**config.mk**
```make
export PLATFORM = sky130hd
export DESIGN_NAME = addsub_pipe
export DESIGN_NICKNAME = d
export VERILOG_FILES = /design/src/rtl/alu_pkg.sv /design/src/rtl/addsub_pipe_ksa.sv /design/src/rtl/addsub_pipe.sv
export SDC_FILE = /design/constraint.sdc
export NUM_CORES = 1
export LEC_CHECK = 0
export BUFFER_PORTS_ARGS = -buffer_cell sky130_fd_sc_hd__clkbuf_2
export CAP_MARGIN = 20
export CORE_UTILIZATION = 35
export CTS_CLUSTER_SIZE = 16
export DETAILED_ROUTE_END_ITERATION = 8
export PLACE_DENSITY = 0.58
export SYNTH_ARGS = -nofsm -noshare
export SYNTH_HDL_FRONTEND = slang
export SYNTH_HIERARCHICAL = 1
export SYNTH_SLANG_ARGS = --single-unit
export TNS_END_PERCENT = 5
```
**constraint.sdc**
```tcl
create_clock -name clk -period 4.5 [get_ports clk]
set_clock_uncertainty 0.15 [all_clocks]
set_input_delay 0.45 -clock clk [delete_from_list [all_inputs] [get_ports clk]]
set_output_delay 0.45 -clock clk [all_outputs]
set_load 0.1 [all_outputs]
```
**src/rtl/alu_pkg.sv**
```systemverilog
// alu_pkg: shared operation encoding for the integer add/sub/compare unit
package alu_pkg;
  typedef enum logic [1:0] {ADD = 2'b00, SUB = 2'b01, SLT = 2'b10, SLTU = 2'b11} addsub_op_t;
endpackage

```
**src/rtl/addsub_pipe_ksa.sv**
```systemverilog
// KSA: Kogge-Stone parallel-prefix adder, carry-in supplied through the operand LSBs
module KSA #(
  parameter int PRECISION = 66
) (
  input  logic [PRECISION-1:0] i_a,
  input  logic [PRECISION-1:0] i_b,
  output logic [PRECISION-1:0] o_sum
);
  localparam int L = $clog2(PRECISION);
  logic [PRECISION-1:0] w_p0, w_g, w_p;
  assign w_p0 = i_a ^ i_b;
  // each pass doubles the prefix span; low bits keep their group propagate via the inverted shift
  always_comb begin
    w_g = i_a & i_b;
    w_p = w_p0;
    for (int k = 0; k < L; k++) begin
      w_g = w_g | (w_p & (w_g << (1 << k)));
      w_p = w_p & ~(~w_p << (1 << k));
    end
  end
  assign o_sum = w_p0 ^ {w_g[PRECISION-2:0], 1'b0};
endmodule

```
**src/rtl/addsub_pipe.sv**
```systemverilog
// addsub_pipe: two-stage pipelined ADD/SUB/SLT/SLTU unit with valid/ready handshakes and flush
module addsub_pipe
  import alu_pkg::*;
#(
  parameter int XLEN  = 64,
  parameter int TAG_W = 7
) (
  input  logic             clk,
  input  logic             rst,
  input  logic             flush,
  input  logic             in_valid,
  output logic             in_ready,
  input  addsub_op_t       in_op,
  input  logic [XLEN-1:0]  in_a,
  input  logic [XLEN-1:0]  in_b,
  input  logic [TAG_W-1:0] in_tag,
  output logic             out_valid,
  input  logic             out_ready,
  output logic [XLEN-1:0]  out_data,
  output logic [TAG_W-1:0] out_tag,
  output logic             busy
);
  localparam int W = XLEN + 2;
  logic             r_s1_valid, r_s2_valid;
  addsub_op_t       r_s1_op;
  logic [XLEN-1:0]  r_s1_a, r_s1_b, r_s2_data;
  logic [TAG_W-1:0] r_s1_tag, r_s2_tag;
  logic [W-1:0]     w_adder_a, w_adder_b, w_sum;
  logic [XLEN-1:0]  w_res;
  logic             w_s2_adv, w_lt, w_unused;
  assign w_s2_adv  = !r_s2_valid | out_ready;
  assign in_ready  = !r_s1_valid | w_s2_adv;
  assign out_valid = r_s2_valid;
  assign out_data  = r_s2_data;
  assign out_tag   = r_s2_tag;
  assign busy      = r_s1_valid | r_s2_valid;
  // the LSB pair is the carry-in: 0+0 for ADD, 1+1 for a + ~b + 1
  always_comb begin
    w_adder_a = {1'b0, r_s1_a, r_s1_op != ADD};
    w_adder_b = (r_s1_op == ADD) ? {1'b0, r_s1_b, 1'b0} : {1'b0, ~r_s1_b, 1'b1};
  end
  KSA #(.PRECISION(W)) u_ksa (.i_a(w_adder_a), .i_b(w_adder_b), .o_sum(w_sum));
  assign w_unused = w_sum[0];
  always_comb begin
    w_lt  = (r_s1_a[XLEN-1] ^ r_s1_b[XLEN-1]) ? r_s1_a[XLEN-1] : w_sum[XLEN];
    w_res = (r_s1_op == SLT)  ? {{(XLEN-1){1'b0}}, w_lt} :
            (r_s1_op == SLTU) ? {{(XLEN-1){1'b0}}, !w_sum[XLEN+1]} : w_sum[XLEN:1];
  end
  always_ff @(posedge clk) begin
    if (rst) begin
      r_s1_valid <= 1'b0;
      r_s2_valid <= 1'b0;
      r_s2_data  <= '0;
      r_s2_tag   <= '0;
    end else if (flush) begin
      r_s1_valid <= 1'b0;
      r_s2_valid <= 1'b0;
    end else begin
      if (w_s2_adv) begin
        r_s2_valid <= r_s1_valid;
        if (r_s1_valid) begin
          r_s2_data <= w_res;
          r_s2_tag  <= r_s1_tag;
        end
      end
      if (in_ready) r_s1_valid <= in_valid;
    end
  end
  always_ff @(posedge clk) begin
    if (in_valid && in_ready) begin
      r_s1_op  <= in_op;
      r_s1_a   <= in_a;
      r_s1_b   <= in_b;
      r_s1_tag <= in_tag;
    end
  end
endmodule

```
==> flow_metrics.tcl <==
set metrics [dict create \
    drc_errors 0 \
    synth_commonest_cells "a21oi_1 (145), edfxtp_1 (137), nand2_1 (120), xnor2_1 (100), dfxtp_1 (73)" \
    cts.clk_slew.worst_paths_ns 0.06 \
    synth-edff-count 137 \
    yosysUniqueCellTypes 72 \
    synth.most_common_cell "a21oi_1" \
    setup_tns_ns 0 \
    worstSetupPathType "reg -> reg" \
    num_rows 65 \
    syn2layout_area_growth_pct 34.6 \
    htreeDepth 1 \
    utilization_pct 48.4 \
    initial_utilization_pct 36.0 \
    core_area_mm2 0.0320 \
    post-route-period-util_pct 96.6 \
    synthArstFlopShare_pct 0 \
    r2r_slack_ns 0.15 \
    post_synth.cell_area_avg_um2 10.5 \
    maxSlewViolCount 0 \
    drive_above_1_share_pct 23.4 \
    grt_pass1_vias 9198 \
    r2r_cells 18 \
    cp-start-kind "flop" \
    cp-endpoint "out_data[0]" \
    routed_wl_mm 32.1 \
    grt_max_degree 73 \
    clock-root-buffer "clkbuf_16" \
    leakagePower_nw 6.25 \
    drtAntennaViolNets 0 \
    dr_total_vias 9396 \
    period_minus_slack_ns 4.35 \
    maxCapViolCount 0 \
    worstMarginPinSlew_ns 1.01 \
    peakVddDrop_v 0.000256 \
    setup_viol_count_final 0 \
    die_area_mm2 0.0336 \
    placed_area_mm2 0.0132 \
    crit_path_start "r_s1_op[0]" \
    path_max_fanout 4 \
    rsz0062_at_grt "yes" \
    track_usage_pct 19.0 \
    cp-end-kind "flop" \
    cts.sinks 210 \
    hp-class "in -> reg" \
    synth_area_mm2 0.0115 \
    rr_endpoint "out_data[0]" \
    yosysTopAreaCell "edfxtp_1" \
    wl_per_cell_um 16.8 \
    timing.fmax_mhz 230 \
    power_density_mw_per_mm2 365 \
    p_total_mw 5.65 \
    yosys_warnings 6 \
    required_ns 4.71 \
    synthTopCellsByArea "edfxtp_1 (36%), dfxtp_1 (13%), xnor2_1 (7.6%)" \
    cts_tree "yes" \
    slew_headroom_pct 32.6 \
    clockBufferDepth 3 \
    place.gp.congestion 0.894 \
    synthCells 1091 \
    drt-vias-per-instance 4.90 \
    antenna_found_initial 0 \
    die_w_um 183 \
    dr.pass1.iters 5 \
    yosysTopAreaCellShare_pct 35.8 \
    ios 216 \
    final_area_mm2 0.0155 \
    grt_overflow 0 \
    numPortBuffers 215 \
    cts_buffers 24 \
    drt-initial-drc-count 565 \
    nets 1671 \
    antenna_cells 0 \
    run_status "completed" \
    arrival_ns 4.56 \
    place_hpwl_mm 22.6 \
    hold_viol 0 \
    seq_area_frac_synth_pct 48.5 \
    die_h_um 183 \
    reg2reg_from "r_s1_op[0]" \
    clock_latency_ns 0.53 \
    grt_pass1_wl_mm 50.0 \
    ys_ff_latch 210 \
    synth-main-ff-cell "edfxtp_1" \
]
==> cell families (layout without fill, tap and decap cells) <==
group,count (synthesis),count (layout),synth area share (%)
XOR/XNOR,128,128,9.75
AND/OR/NAND/NOR,302,302,13.9
multiplexers,1,1,0.0980
buffers and inverters,87,476,4.05
adder cells (fa/ha/maj),67,67,7.34
flip-flops,210,210,48.5
AO/OA/AOI/OAI,295,295,16.4
other,1,2,0.0326
==> worst min path at each step <==
stage / startpoint / to / slack (ns) / depth (start not counted)
2_1_floorplan: r_s1_tag[0] / out_tag[0] / 0.32 / 2
3_3_place_gp: out_data[29] / out_data[29] / 0.29 / 2
3_5_place_dp: out_data[42] / out_data[42] / 0.29 / 2
4_1_cts: flush / out_valid / 0.001 / 2
5_1_grt: flush / r_s1_valid / 0.01 / 2
6_report: flush / r_s1_valid / 0.02 / 2
==> metal layers <==
metal | vias to the layer above | track usage, % | wire length (um)
met3 | 41 | 2.28 | 1510
li1 | 4687 | - | -
met1 | 4386 | 26.9 | 15300
met4 | 0 | 5.03 | 784
met2 | 282 | 30.5 | 14500
met5 | - | 0 | 0
==> metrics by stage <==
step / cells / hold slack (ns) / setup WS (ns)
finish: 1916 / 0.0213 / 0.154
global route: 1916 / 0.0141 / -0.0620
CTS: 1913 / 0.00128 / 0.00654
detailed placement: 1732 / 0.295 / -0.0209
global placement: 1732 / 0.290 / 0.0914
floorplan: 1092 / 0.321 / 0.127
==> registers in the layout (all words and copies together), names as in the netlist <==
register / count
out_tag: 7
r_s1_tag: 7
out_data: 64
r_s1_valid: 1
out_valid: 1
r_s1_b: 64
r_s1_a: 64
r_s1_op: 2
==> critical path, stage by stage, from the launching register on <==
cell	delay [ns]
edfxtp_1	0.42
nor2_4	0.21
inv_1	0.09
ha_1	0.24
fa_1	0.42
a211oi_2	0.30
o211ai_2	0.17
a31oi_4	0.26
o21ai_4	0.09
a31oi_4	0.19
o41ai_2	0.10
buf_4	0.17
a41o_2	0.31
a31oi_4	0.24
o211ai_2	0.13
xor2_2	0.17
maj3_1	0.35
nand3_1	0.08
a311oi_1	0.09
==> cells in the final DEF, fill, tap and decap left out, types with 5 or more instances in the layout <==
master,n
o21ai_0,35
clkbuf_2,215
ha_1,64
dfxtp_1,73
a21oi_1,144
clkbuf_16,26
nand2b_1,6
xnor2_1,100
nand3_1,14
o21ai_1,5
a31oi_1,5
xor2_1,27
buf_4,54
nand3b_1,64
a21o_1,40
nor2_1,38
inv_1,23
edfxtp_1,137
nand4_1,21
dlygate4sd3_1,137
nand2_1,120
nor3_1,8
o21bai_1,12
nor2b_1,7
==> final cells by class <==
cell class	count	area [um^2]
clock buffers	35	728
fillers	2945	16500
flip-flops and latches	210	5580
inverters	23	86.3
multi-input cells	795	5540
clock inverters	9	88.8
well taps	435	544
repair buffers	409	2900
==> power by group <==
part | switching (mW) | internal [mW] | leakage (nW)
Combinational | 0.843 | 0.636 | 3.92
Clock | 0.792 | 1.19 | 0.406
Sequential | 0.0414 | 2.15 | 1.93
==> repair_timing <==
item / in CTS / in global routing
pin swaps: 0 / 3
gates resized for setup: 1 / 17
gates cloned: 0 / 0
hold buffers: 137 / 0
buffers inserted: 0 / 3
setup endpoints to repair: 1 / 12
hold endpoints to repair: 137 / 0
Note: power is estimated with default switching activity, not from simulation.
